[src/rtl/time_set_ctl_if.sv]
// Bundle between the push-button/counter side and the time-set controller.
// master drives pulses and running values; slave (the controller) returns edited values and status.
interface time_set_ctl_if;
    logic       set_pulse;
    logic       inc_pulse;
    logic       inc_level;
    logic [7:0] cur_hour;
    logic [7:0] cur_min;
    logic [7:0] cur_year;
    logic [7:0] cur_mon;
    logic [7:0] cur_day;
    logic [7:0] set_hour;
    logic [7:0] set_min;
    logic [7:0] set_year;
    logic [7:0] set_mon;
    logic [7:0] set_day;
    logic       load;
    logic       setting;
    logic [2:0] field;
    logic       blink_on;

    modport master (
        output set_pulse, inc_pulse, inc_level,
        output cur_hour, cur_min, cur_year, cur_mon, cur_day,
        input  set_hour, set_min, set_year, set_mon, set_day,
        input  load, setting, field, blink_on
    );

    modport slave (
        input  set_pulse, inc_pulse, inc_level,
        input  cur_hour, cur_min, cur_year, cur_mon, cur_day,
        output set_hour, set_min, set_year, set_mon, set_day,
        output load, setting, field, blink_on
    );
endinterface

[src/rtl/time_set_ctl.sv]
// Manual time/date setting sequencer: capture, per-field BCD edit with calendar checks, commit strobe.
// Optional AUTO_REPEAT_EN macro enables held-button auto-repeat increments from inc_level.
module time_set_ctl #(
    parameter int TIMEOUT      = 3000,
    parameter int BLINK_HALF   = 50,
    parameter int REPEAT_DELAY = 50,
    parameter int REPEAT_RATE  = 10
) (
    input  logic           clk,
    input  logic           rst,
    time_set_ctl_if.slave  bus
);

    localparam int TO_W = $clog2(TIMEOUT + 1);
    localparam int BL_W = $clog2(BLINK_HALF + 1);

    // Edit-state encodings double as the field number shown to the display mux
    typedef enum logic [2:0] {
        IDLE   = 3'd0,
        S_HOUR = 3'd1,
        S_MIN  = 3'd2,
        S_YEAR = 3'd3,
        S_MON  = 3'd4,
        S_DAY  = 3'd5,
        COMMIT = 3'd6
    } state_t;

    state_t state_reg, state_next;
    logic [7:0] hour_reg, hour_next;
    logic [7:0] min_reg,  min_next;
    logic [7:0] year_reg, year_next;
    logic [7:0] mon_reg,  mon_next;
    logic [7:0] day_reg,  day_next;
    logic [TO_W-1:0] to_cnt_reg, to_cnt_next;
    logic [BL_W-1:0] blink_cnt_reg, blink_cnt_next;
    logic blink_phase_reg, blink_phase_next;
    logic edit;
    logic rep_fire;
    logic inc_evt;
    logic [7:0] dmax;

    // Illegal digits or values at/above the field maximum wrap to the minimum
    function automatic logic [7:0] bcd_inc(input logic [7:0] v, input logic [7:0] max_v,
                                           input logic [7:0] min_v);
        if (v[3:0] > 4'd9 || v[7:4] > 4'd9 || v >= max_v)
            return min_v;
        else if (v[3:0] == 4'd9)
            return {v[7:4] + 4'd1, 4'd0};
        else
            return {v[7:4], v[3:0] + 4'd1};
    endfunction

    // Decimal value divisible by 4: even tens need units 0/4/8, odd tens need units 2/6
    function automatic logic is_leap(input logic [7:0] y);
        if (y[4])
            return (y[3:0] == 4'd2) || (y[3:0] == 4'd6);
        else
            return (y[3:0] == 4'd0) || (y[3:0] == 4'd4) || (y[3:0] == 4'd8);
    endfunction

    function automatic logic [7:0] days_in_month(input logic [7:0] m, input logic [7:0] y);
        case (m)
            8'h02:                      return is_leap(y) ? 8'h29 : 8'h28;
            8'h04, 8'h06, 8'h09, 8'h11: return 8'h30;
            default:                    return 8'h31;
        endcase
    endfunction

    assign edit    = (state_reg >= S_HOUR) && (state_reg <= S_DAY);
    assign dmax    = days_in_month(mon_reg, year_reg);
    assign inc_evt = bus.inc_pulse | rep_fire;

`ifdef AUTO_REPEAT_EN
    localparam int RP_W = $clog2(REPEAT_DELAY + 1);
    logic [RP_W-1:0] rep_cnt_reg, rep_cnt_next;

    // After the first repeat, re-arm REPEAT_RATE cycles short of the delay threshold
    always_comb begin
        rep_cnt_next = '0;
        rep_fire     = 1'b0;
        if (edit && bus.inc_level && !bus.set_pulse) begin
            if (rep_cnt_reg == RP_W'(REPEAT_DELAY - 1)) begin
                rep_fire     = 1'b1;
                rep_cnt_next = RP_W'(REPEAT_DELAY - REPEAT_RATE);
            end else begin
                rep_cnt_next = rep_cnt_reg + RP_W'(1);
            end
        end
    end

    always_ff @(posedge clk or posedge rst) begin
        if (rst)
            rep_cnt_reg <= '0;
        else
            rep_cnt_reg <= rep_cnt_next;
    end
`else
    logic unused_inc_level;
    assign unused_inc_level = bus.inc_level;
    assign rep_fire         = 1'b0;
`endif

    always_comb begin
        state_next       = state_reg;
        hour_next        = hour_reg;
        min_next         = min_reg;
        year_next        = year_reg;
        mon_next         = mon_reg;
        day_next         = day_reg;
        to_cnt_next      = '0;
        blink_cnt_next   = '0;
        blink_phase_next = 1'b0;

        case (state_reg)
            IDLE: begin
                if (bus.set_pulse) begin
                    hour_next  = bus.cur_hour;
                    min_next   = bus.cur_min;
                    year_next  = bus.cur_year;
                    mon_next   = bus.cur_mon;
                    day_next   = bus.cur_day;
                    state_next = S_HOUR;
                end
            end
            S_HOUR: begin
                if (bus.set_pulse)  state_next = S_MIN;
                else if (inc_evt)   hour_next  = bcd_inc(hour_reg, 8'h23, 8'h00);
            end
            S_MIN: begin
                if (bus.set_pulse)  state_next = S_YEAR;
                else if (inc_evt)   min_next   = bcd_inc(min_reg, 8'h59, 8'h00);
            end
            S_YEAR: begin
                if (bus.set_pulse) begin
                    state_next = S_MON;
                    day_next   = (day_reg > dmax) ? dmax : day_reg;
                end else if (inc_evt) begin
                    year_next  = bcd_inc(year_reg, 8'h99, 8'h00);
                end
            end
            S_MON: begin
                if (bus.set_pulse) begin
                    state_next = S_DAY;
                    day_next   = (day_reg > dmax) ? dmax : day_reg;
                end else if (inc_evt) begin
                    mon_next   = bcd_inc(mon_reg, 8'h12, 8'h01);
                end
            end
            S_DAY: begin
                if (bus.set_pulse)  state_next = COMMIT;
                else if (inc_evt)   day_next   = bcd_inc(day_reg, dmax, 8'h01);
            end
            COMMIT:  state_next = IDLE;
            default: state_next = IDLE;
        endcase

        // Abort without load after TIMEOUT pulse-free cycles in any edit state
        if (edit && !bus.set_pulse && !inc_evt) begin
            if (to_cnt_reg == TO_W'(TIMEOUT - 1))
                state_next = IDLE;
            else
                to_cnt_next = to_cnt_reg + TO_W'(1);
        end

        // Blink restarts visible on any field change or increment
        if (edit && (state_next == state_reg) && !inc_evt) begin
            if (blink_cnt_reg == BL_W'(BLINK_HALF - 1)) begin
                blink_phase_next = ~blink_phase_reg;
            end else begin
                blink_cnt_next   = blink_cnt_reg + BL_W'(1);
                blink_phase_next = blink_phase_reg;
            end
        end
    end

    always_ff @(posedge clk or posedge rst) begin
        if (rst) begin
            state_reg       <= IDLE;
            hour_reg        <= 8'h00;
            min_reg         <= 8'h00;
            year_reg        <= 8'h00;
            mon_reg         <= 8'h01;
            day_reg         <= 8'h01;
            to_cnt_reg      <= '0;
            blink_cnt_reg   <= '0;
            blink_phase_reg <= 1'b0;
        end else begin
            state_reg       <= state_next;
            hour_reg        <= hour_next;
            min_reg         <= min_next;
            year_reg        <= year_next;
            mon_reg         <= mon_next;
            day_reg         <= day_next;
            to_cnt_reg      <= to_cnt_next;
            blink_cnt_reg   <= blink_cnt_next;
            blink_phase_reg <= blink_phase_next;
        end
    end

    assign bus.set_hour = hour_reg;
    assign bus.set_min  = min_reg;
    assign bus.set_year = year_reg;
    assign bus.set_mon  = mon_reg;
    assign bus.set_day  = day_reg;
    assign bus.load     = (state_reg == COMMIT);
    assign bus.setting  = (state_reg != IDLE);
    assign bus.field    = edit ? 3'(state_reg) : 3'd0;
    assign bus.blink_on = blink_phase_reg & edit;

endmodule

[src/flat_wrapper.sv]
// flat-port wrapper written by rule: the top's interface ports become plain ports
module time_set_ctl_flat 
#(
    parameter int TIMEOUT      = 3000,
    parameter int BLINK_HALF   = 50,
    parameter int REPEAT_DELAY = 50,
    parameter int REPEAT_RATE  = 10
)
  (clk, rst, bus_set_pulse, bus_inc_pulse, bus_inc_level, bus_cur_hour, bus_cur_min, bus_cur_year, bus_cur_mon, bus_cur_day, bus_set_hour, bus_set_min, bus_set_year, bus_set_mon, bus_set_day, bus_load, bus_setting, bus_field, bus_blink_on);
  time_set_ctl_if bus_i ();
  input  logic clk;
  input  logic rst;
  input wire logic [$bits(bus_i.set_pulse)-1:0] bus_set_pulse;
  input wire logic [$bits(bus_i.inc_pulse)-1:0] bus_inc_pulse;
  input wire logic [$bits(bus_i.inc_level)-1:0] bus_inc_level;
  input wire logic [$bits(bus_i.cur_hour)-1:0] bus_cur_hour;
  input wire logic [$bits(bus_i.cur_min)-1:0] bus_cur_min;
  input wire logic [$bits(bus_i.cur_year)-1:0] bus_cur_year;
  input wire logic [$bits(bus_i.cur_mon)-1:0] bus_cur_mon;
  input wire logic [$bits(bus_i.cur_day)-1:0] bus_cur_day;
  output wire logic [$bits(bus_i.set_hour)-1:0] bus_set_hour;
  output wire logic [$bits(bus_i.set_min)-1:0] bus_set_min;
  output wire logic [$bits(bus_i.set_year)-1:0] bus_set_year;
  output wire logic [$bits(bus_i.set_mon)-1:0] bus_set_mon;
  output wire logic [$bits(bus_i.set_day)-1:0] bus_set_day;
  output wire logic [$bits(bus_i.load)-1:0] bus_load;
  output wire logic [$bits(bus_i.setting)-1:0] bus_setting;
  output wire logic [$bits(bus_i.field)-1:0] bus_field;
  output wire logic [$bits(bus_i.blink_on)-1:0] bus_blink_on;
  assign bus_i.set_pulse = bus_set_pulse;
  assign bus_i.inc_pulse = bus_inc_pulse;
  assign bus_i.inc_level = bus_inc_level;
  assign bus_i.cur_hour = bus_cur_hour;
  assign bus_i.cur_min = bus_cur_min;
  assign bus_i.cur_year = bus_cur_year;
  assign bus_i.cur_mon = bus_cur_mon;
  assign bus_i.cur_day = bus_cur_day;
  assign bus_set_hour = bus_i.set_hour;
  assign bus_set_min = bus_i.set_min;
  assign bus_set_year = bus_i.set_year;
  assign bus_set_mon = bus_i.set_mon;
  assign bus_set_day = bus_i.set_day;
  assign bus_load = bus_i.load;
  assign bus_setting = bus_i.setting;
  assign bus_field = bus_i.field;
  assign bus_blink_on = bus_i.blink_on;
  time_set_ctl #(.TIMEOUT(TIMEOUT), .BLINK_HALF(BLINK_HALF), .REPEAT_DELAY(REPEAT_DELAY), .REPEAT_RATE(REPEAT_RATE)) u_core (.clk(clk), .rst(rst), .bus(bus_i));
endmodule
[config.mk]
export PLATFORM = sky130hd
export DESIGN_NAME = time_set_ctl_flat
export DESIGN_NICKNAME = d
export VERILOG_FILES = /design/src/rtl/time_set_ctl_if.sv /design/src/rtl/time_set_ctl.sv /design/src/flat_wrapper.sv
export SDC_FILE = /design/constraint.sdc
export NUM_CORES = 1
export LEC_CHECK = 0
export CORE_MARGIN = 3
export CORE_UTILIZATION = 35
export CTS_CLUSTER_DIAMETER = 50
export DETAILED_ROUTE_END_ITERATION = 7
export REMOVE_ABC_BUFFERS = 1
export SYNTH_ARGS = -nofsm -noshare
export SYNTH_HDL_FRONTEND = slang
export SYNTH_SLANG_ARGS = --single-unit
export TNS_END_PERCENT = 5
[constraint.sdc]
create_clock -name clk -period 5.8 [get_ports clk]
set_input_delay 1.16 -clock clk [delete_from_list [all_inputs] [get_ports clk]]
set_output_delay 1.16 -clock clk [all_outputs]
set_load 0.01 [all_outputs]
== Word-level counts from Yosys, hierarchy flattened ==
Cells that the tools add are included.
Operators by class
  add/sub/neg operators: 12
  equal/unequal tests: 42
  reduce and logical (&&, ||, !) cells: 40
  $lt $le $gt $ge: 18
  muxes and demuxes: 52
  bitwise gates (word level): 2
Operator list (number)
  8-bit 2-to-1 mux: 27
  8-bit one-hot mux with 2 select lines: 5
  4-bit by 1-bit adder with 4-bit output (second input constant): 10
  4-bit greater-than comparator (second input constant): 10
  3-bit 2-to-1 mux: 9
  4-bit equality test (second input constant): 6
  12-bit 2-to-1 mux: 2
  2-bit != test (second input constant): 12
  8-bit one-hot mux with 3 select lines: 1
  5-bit AND reduction: 4
  3-bit one-hot mux with 6 select lines: 1
  8-bit by 3-bit equality test with 1-bit output (second input constant): 2
  4-bit AND reduction: 4
  3-bit by 1-bit != test with 1-bit output (second input constant): 5
  1-bit logical OR: 13
  12-bit by 1-bit adder with 12-bit output (second input constant): 1
  12-bit equality test (second input constant): 1
  6-bit 2-to-1 mux: 2
  3-bit equality test (second input constant): 3
  4-bit by 3-bit equality test with 1-bit output (second input constant): 2
  8-bit by 2-bit equality test with 1-bit output (second input constant): 1
  8-bit by 4-bit equality test with 1-bit output (second input constant): 1
  8-bit by 5-bit equality test with 1-bit output (second input constant): 1
  8-bit by 5-bit >= comparator with 1-bit output (second input constant): 1
  27 further kinds: 42
Storage, ports and cells
  output and inout bits: 46
  register bits: 62
  word-level logic and storage cells: 180

== Logic depth before layout (Yosys ltp) ==
Gate-level depths: netlist (run 1).
  word-level depth: 13
  mapped depth: 11

== Worst setup path before layout (run 1) ==
OpenSTA, ideal clock, no wires.
  kind: register to register
  start: reg u_core.year_reg[2] (netlist: u_core.bus.set_year[2])
  end: reg u_core.day_reg[4] (netlist: u_core.bus.set_day[4])
  path buffers: 0
  arrival time: 2670 ps
  stages on the path, launching flop included: 11
  slack: 3051 ps
  cell sequence: dfrtp_1 a2111o_1 and3_1 o31ai_1 a21boi_0 ha_1 nor3b_2 o22ai_1 or2_1 o32ai_4 mux2i_1
On the way
  word-level cells in the longest chain between the ends: 13
  elaborated cells between the ends (all ways): 22
  those cells by class: 2 x order compare; 6 x eq/ne; 8 x mux; 6 x reduce/logical
RTL lines
  start, declared: RTL line time_set_ctl.sv:31  | logic [7:0] year_reg, year_next;
  start signal, assigned: RTL line time_set_ctl.sv:191  | year_reg <= year_next;
  4-bit by 3-bit equality test with 1-bit output or 4-bit logical NOT (tied branches): RTL line time_set_ctl.sv:58  | return (y[3:0] == 4'd0) || (y[3:0] == 4'd4) || (y[3:0] == 4'd8);
  1-bit logical OR (2 in a row): RTL line time_set_ctl.sv:58
  1-bit 2-to-1 mux *: RTL line time_set_ctl.sv:55  | if (y[4])
  1-bit 2-to-1 mux *: RTL line time_set_ctl.sv:62  | case (m)
  1-bit 2-to-1 mux *: RTL line time_set_ctl.sv:63  | 8'h02: return is_leap(y) ? 8'h29 : 8'h28;
  8-bit one-hot mux with 2 select lines *: RTL line time_set_ctl.sv:62
  8-bit >= comparator: RTL line time_set_ctl.sv:45  | if (v[3:0] > 4'd9 || v[7:4] > 4'd9 || v >= max_v)
  1-bit logical OR: RTL line time_set_ctl.sv:45
  8-bit 2-to-1 mux: RTL line time_set_ctl.sv:45
  8-bit 2-to-1 mux: RTL line time_set_ctl.sv:151  | else if (inc_evt) day_next = bcd_inc(day_reg, dmax, 8'h01);
  8-bit 2-to-1 mux: RTL line time_set_ctl.sv:150  | if (bus.set_pulse) state_next = COMMIT;
  8-bit one-hot mux with 3 select lines: RTL line time_set_ctl.sv:114  | case (state_reg)
  end signal, assigned: RTL line time_set_ctl.sv:193  | day_reg <= day_next;
  end, declared: RTL line time_set_ctl.sv:33  | logic [7:0] day_reg, day_next;
Mark *: on every way between the ends. The rest lies on a longest branch, timed or not. The select of a mux whose other input is x is not followed.
A chain may end at the register's enable or synchronous reset.

== Worst setup path in the final report (run 1) ==
  start: reg u_core.state_reg[1]
  end: out bus_blink_on
On the way
  word-level cells in the longest chain between the ends: 3
  elaborated cells between the ends (all ways): 4
  those cells by class: 2 x order compare; 1 x bitwise; 1 x reduce/logical
RTL lines
  start, declared: RTL line time_set_ctl.sv:28  | state_t state_reg, state_next;
  start signal, assigned: RTL line time_set_ctl.sv:188  | state_reg <= state_next;
  3-bit by 1-bit >= comparator with 1-bit output or 3-bit <= comparator (tied branches): RTL line time_set_ctl.sv:69  | assign edit = (state_reg >= S_HOUR) && (state_reg <= S_DAY);
  1-bit logical AND *: RTL line time_set_ctl.sv:69
  1-bit AND *: RTL line time_set_ctl.sv:208  | assign bus.blink_on = blink_phase_reg & edit;
  end, declared: RTL line flat_wrapper.sv:29  | output wire logic [$bits(bus_i.blink_on)-1:0] bus_blink_on;
Mark *: on every way between the ends. The rest lies on a longest branch, timed or not.

==> impl_metrics.tcl, run 1 <==
set metrics [dict create \
    syn_area_um2 4220 \
    diodes 0 \
    worstPathMaxFanout 25 \
    p_per_area_nw_per_um2 501 \
    clk_latency_ps 330 \
    io-pin-count 91 \
    whs_ps 452 \
    clockBufferDepth 2 \
    min_period_ps 3360 \
    synth_adder_area_share 0.0594 \
    fin_nets 621 \
    syn2layout_area_growth_pct 31.4 \
    critical_path_class "reg2out" \
    path_clk_slew_ps 50 \
    cp-start-kind "flop" \
    routed_wirelength_mm 11.2 \
    grt_pass1_wl_mm 18.7 \
    via_per_inst 5.48 \
    synth_area_leaders "dfrtp_1 36%, ha_1 5.9%, nor2_1 4.4%, nand2_1 3.6%, a21oi_1 3.3%" \
    drive_gt1_frac 0.0713 \
    avgRoutedWirePerCell_um 15.8 \
    dieHeight_um 116 \
    ys_warn_count 0 \
    hold_viol 0 \
    grt.overflow.total 0 \
    max_freq_mhz 298 \
    first_pass_iters 5 \
    synth-main-ff-cell "dfrtp_1" \
    die_x_um 116 \
    track_usage 0.173 \
    yosysMostFrequentCell "dfrtp_1" \
    place_inst 688 \
    combPwrFrac 0.469 \
    dieArea_um2 13400 \
    core_area_um2 11600 \
    grt_max_degree 63 \
    vias 3859 \
    synth_xor_area_frac 0.0353 \
    synth_common_cells "60 x dfrtp_1, 49 x nor2_1, 40 x nand2_1, 30 x inv_1, 28 x a21oi_1" \
    fin_area_um2 5540 \
    cts_tree "yes" \
    antenna_left 0 \
    cts_resized 0 \
    leakagePower_nw 2.34 \
    outcome "complete, no violations" \
    ys_ff_latch 62 \
    intPower_mw 1.64 \
    drv_slew 0 \
    seq_power_share 0.315 \
    synth_edf_count 0 \
    synthArstFlopShare 1.00 \
    seq_area_frac_synth 0.369 \
    drc 0 \
    cts_setup_buffers 0 \
    tightest_slew_ps 821 \
    drtIter0Drc 225 \
    clk_root_buffer_cell "clkbuf_16" \
    switching_share 0.408 \
    place.port_buffers 89 \
    endpoint_kind "output pin" \
    num_rows 39 \
    muxShareOfSynthArea 0.0122 \
    maxCapViolCount 0 \
    gp_congestion 0.860 \
    antenna_found_initial 0 \
    start_util 0.363 \
    cts_hold_buffers 0 \
    h-tree-depth 3 \
    synth-simple-area-share 0.245 \
    synth_compound_area_frac 0.229 \
    crit_required_ps 4640 \
    slew_headroom 0.452 \
    synth_cell_types 79 \
    yosysTopAreaCell "dfrtp_1" \
    multi_input_area_um2 2450 \
    fin_tns_setup_ps 0 \
    period_share 0.579 \
    cts_sinks 62 \
    place_area_um2 5200 \
    syn_area_per_cell_um2 8.97 \
    synth_top_family_by_area "simple AND/OR/NAND/NOR gates" \
    seq_area_um2 1550 \
    hp-class "reg2reg" \
    p_switching_mw 1.13 \
    yosysTopAreaCellShare 0.356 \
    crit_arrival_ps 2200 \
    numCtsBuffers 9 \
    vdd.ir_drop.worst_mv 0.243 \
    synth_cells 470 \
    fill_cells 1102 \
    largest_reg_flops 12 \
    instances_no_fill 704 \
    dpl.hpwl_mm 8.03 \
    finalSetupViolCount 0 \
    grt_pass1_vias 3791 \
    rsz0062_at_grt "no" \
    clock_skew_ps 6.68 \
    p_clk_frac 0.216 \
]
## critical path, cell delays in order, from the launching register on
cell	delay, ps
dfrtp_1	650
or3_1	530
and3_1	210
clkdlybuf4s50_1	480
## power groups by stage
stage | clock (mW) | combinational, mW | sequential, mW
2_1_floorplan | 0 | 0.739 | 0.864
3_3_place_gp | 0 | 1.27 | 0.871
3_5_place_dp | 0 | 1.31 | 0.879
4_1_cts | 0.617 | 1.31 | 0.874
5_1_grt | 0.635 | 1.45 | 0.918
6_report | 0.600 | 1.30 | 0.875
## cell type report
cell class / count / area share
Timing Repair Buffer: 91 / 0.164
Multi-Input combinational cell: 361 / 0.442
Inverter: 31 / 0.0210
Tap cell: 143 / 0.0323
Clock buffer: 13 / 0.0488
Sequential cell: 62 / 0.281
Clock inverter: 3 / 0.0117
## routing by layer
layer	GRT usage	part of all wire	vias up
li1	-	-	1894
met1	0.235	0.46	1858
met2	0.279	0.48	96
met3	0.0428	0.052	11
met4	0.0410	0.011	0
met5	0	0	-
## path summary, 6_finish.rpt
check	depth (start not counted)	slack (ps)	start	endpoint
hold reg to reg	1	450	u_core.to_cnt_reg[0]	u_core.to_cnt_reg[0]
min in group asynchronous	3	1390	rst	u_core.blink_cnt_reg[1]
setup reg to reg	10	2570	u_core.bus.set_year[4]	u_core.bus.set_day[7]
hold / removal	1	450	u_core.to_cnt_reg[0]	u_core.to_cnt_reg[0]
max in group asynchronous	3	3870	rst	u_core.bus.set_day[3]
setup / recovery	3	2440	u_core.state_reg[1]	bus_blink_on
## kinds of logic after synthesis
kind of cell / after synthesis
simple gates: 187
xor+xnor: 17
mux: 5
flops: 62
fa+ha+maj: 20
buf+inv: 47
compound gates: 132
## layout by cell type, fill, tap and decap left out, types with 9 or more instances in the layout
cell type	synthesis	final
a21oi_1	28	28
a22o_1	9	9
and3_1	9	9
clkbuf_16	0	9
clkdlybuf4s50_1	0	89
dfrtp_1	60	60
ha_1	20	20
inv_1	30	29
nand2_1	40	40
nand3_1	18	18
nor2_1	49	49
o21ai_0	26	26
xor2_1	12	12
## per-stage QoR
step / setup WS, ps / utilization / power [mW]
2_1_floorplan: 3050 / - / 1.60
3_3_place_gp: 2550 / 0.448 / 2.14
3_5_place_dp: 2520 / 0.448 / 2.18
4_1_cts: 2430 / 0.477 / 2.80
5_1_grt: 2250 / 0.477 / 3.00
6_report: 2440 / 0.477 / 2.78
Power figures use the tool's default switching activity.
==> run 2: changes to the inputs <==
Clock period 5.8 ns to 2.9 ns, I/O delays scaled along.
==> run 2 against run 1 <==
Effect of this change: clock power rose by 93%; non-clock buffer count increased by 25; cell area grew 5.5%; highest routed layer unchanged; critical path type is now reg2reg; sequential power is 86% higher; critical endpoint is now u_core.bus.set_day[7]; first-iteration DRC count grew 13%; critical path depth is 7 higher; sequential share of layout area decreased by 1.5 points.
==> impl_metrics.tcl, run 2 (synthesized netlist as in run 1, its figures left out) <==
set metrics [dict create \
    io-pin-count 91 \
    finalSetupViolCount 0 \
    outcome "complete, no violations" \
    rsz0062_at_grt "yes" \
    dieHeight_um 116 \
    period_share 0.981 \
    dpl.hpwl_mm 8.31 \
    place_ws_ps -107 \
    gp_congestion 0.872 \
    hold_viol 0 \
    switching_share 0.408 \
    start_util 0.363 \
    timing.final.ws_setup_ps 54.2 \
    crit_required_ps 3150 \
    drc 0 \
    num_rows 39 \
    h-tree-depth 3 \
    combPwrFrac 0.525 \
    diodes 0 \
    p_per_area_nw_per_um2 1010 \
    largest_reg_flops 12 \
    layout.cells.most_common "clkdlybuf4s50_1" \
    final_cell_mix "89 x clkdlybuf4s50_1, 60 x dfrtp_1, 49 x nor2_1, 40 x nand2_1, 28 x inv_1" \
    leakagePower_nw 2.47 \
    p_switching_mw 2.40 \
    core_area_um2 11600 \
    clk_root_buffer_cell "clkbuf_16" \
    place.port_buffers 89 \
    syn2layout_area_growth_pct 38.6 \
    clockBufferDepth 2 \
    numCtsBuffers 9 \
    first_pass_iters 5 \
    track_usage 0.173 \
    worstPathMaxFanout 4 \
    clock_skew_ps 7.38 \
    endpoint_kind "flop" \
    antenna_found_initial 0 \
    grt_pass1_wl_mm 18.6 \
    cp_slowest_cell "a2111o_1" \
    die_x_um 116 \
    cts_tree "yes" \
    maxCapViolCount 0 \
    antenna_left 0 \
    cts_sinks 62 \
    critical_path_class "reg2reg" \
    routed_wirelength_mm 11.5 \
    clk_latency_ps 330 \
    instances_no_fill 729 \
    max_freq_mhz 351 \
    dieArea_um2 13400 \
    path_cells "a2111o_1, and3_4, o31ai_4, a21boi_4, ha_4, nand4_1, o31ai_2, or2_1, o32ai_4, mux2i_1" \
    cpLargestDelayFamily "compound AO/OA/AOI/OAI gates" \
    cp_num_buf_inv 0 \
    tightest_slew_ps 723 \
    drtIter0Drc 255 \
    grt.overflow.total 0 \
    min_period_ps 2850 \
    seq_power_share 0.277 \
    intPower_mw 3.48 \
    hp-class "reg2reg" \
    vdd.ir_drop.worst_mv 0.425 \
    fin_nets 646 \
    crit_arrival_ps 3100 \
    power_mw 5.88 \
    path_clk_slew_ps 60 \
    drive_gt1_frac 0.133 \
    p_clk_frac 0.198 \
    avgRoutedWirePerCell_um 15.8 \
    via_per_inst 5.42 \
    grt_pass1_vias 3903 \
    place_inst 708 \
    drv_slew 0 \
    cp-start-kind "flop" \
    vias 3949 \
    grt_max_degree 39 \
    slew_headroom 0.513 \
    critical_path.max_stage_delay_ps 460 \
]
## run 2: final timing paths
check | endpoint | slack [ps] | cells after the start | from
worst min-delay path | u_core.to_cnt_reg[0] | 470 | 1 | u_core.to_cnt_reg[0]
max in group asynchronous | u_core.bus.set_day[0] | 1590 | 3 | rst
worst max-delay path | u_core.bus.set_day[7] | 50 | 10 | u_core.bus.set_year[3]
worst min register to register | u_core.to_cnt_reg[0] | 470 | 1 | u_core.to_cnt_reg[0]
min in group asynchronous | u_core.to_cnt_reg[9] | 630 | 2 | rst
worst max register to register | u_core.bus.set_day[7] | 50 | 10 | u_core.bus.set_year[3]
## run 2: cell type report
type,instances,area [um^2]
Fill cell,1071,5770
Sequential cell,62,1550
Tap cell,143,179
Clock inverter,5,82.6
Clock buffer,11,243
Multi-Input combinational cell,361,2560
Timing Repair Buffer,116,1110
Inverter,31,116
## run 2: power groups by stage
stage                     registers [mW]  clock network [mW]  logic (mW)
after floorplan                     1.73                   0        1.48
after global placement              1.60                   0        2.86
after CTS                           1.60                1.19        2.93
final                               1.63                1.16        3.09
after global routing                1.69                1.23        3.41
after detailed placement            1.61                   0        2.91
## run 2: what timing repair did
| action | in CTS | in global routing |
|---|---|---|
| endpoints found under the setup margin | 5 | 6 |
| gates resized for setup | 2 | 19 |
| buffers inserted | 0 | 5 |
| pin swaps | 1 | 8 |
| endpoints found under the hold margin | 0 | 0 |
| hold buffers | 0 | 0 |
## run 2: metal layers
metal	routed length (um)	up-vias	share of wire	global-route usage
met1	5380	1896	0.47	0.228
met3	523	17	0.045	0.0428
met4	210	0	0.018	0.0603
li1	-	1936	-	-
met5	0	-	0	0
met2	5420	100	0.47	0.278
## run 2: through the flow
stage	util	TNS [ps]	instance area, um^2	hold WS [ps]
4_1_cts	0.490	0	5700	473
2_1_floorplan	-	0	4120	424
3_3_place_gp	0.462	-85.5	5370	441
6_report	0.503	0	5840	470
5_1_grt	0.503	-199	5840	485
3_5_place_dp	0.462	-379	5370	465
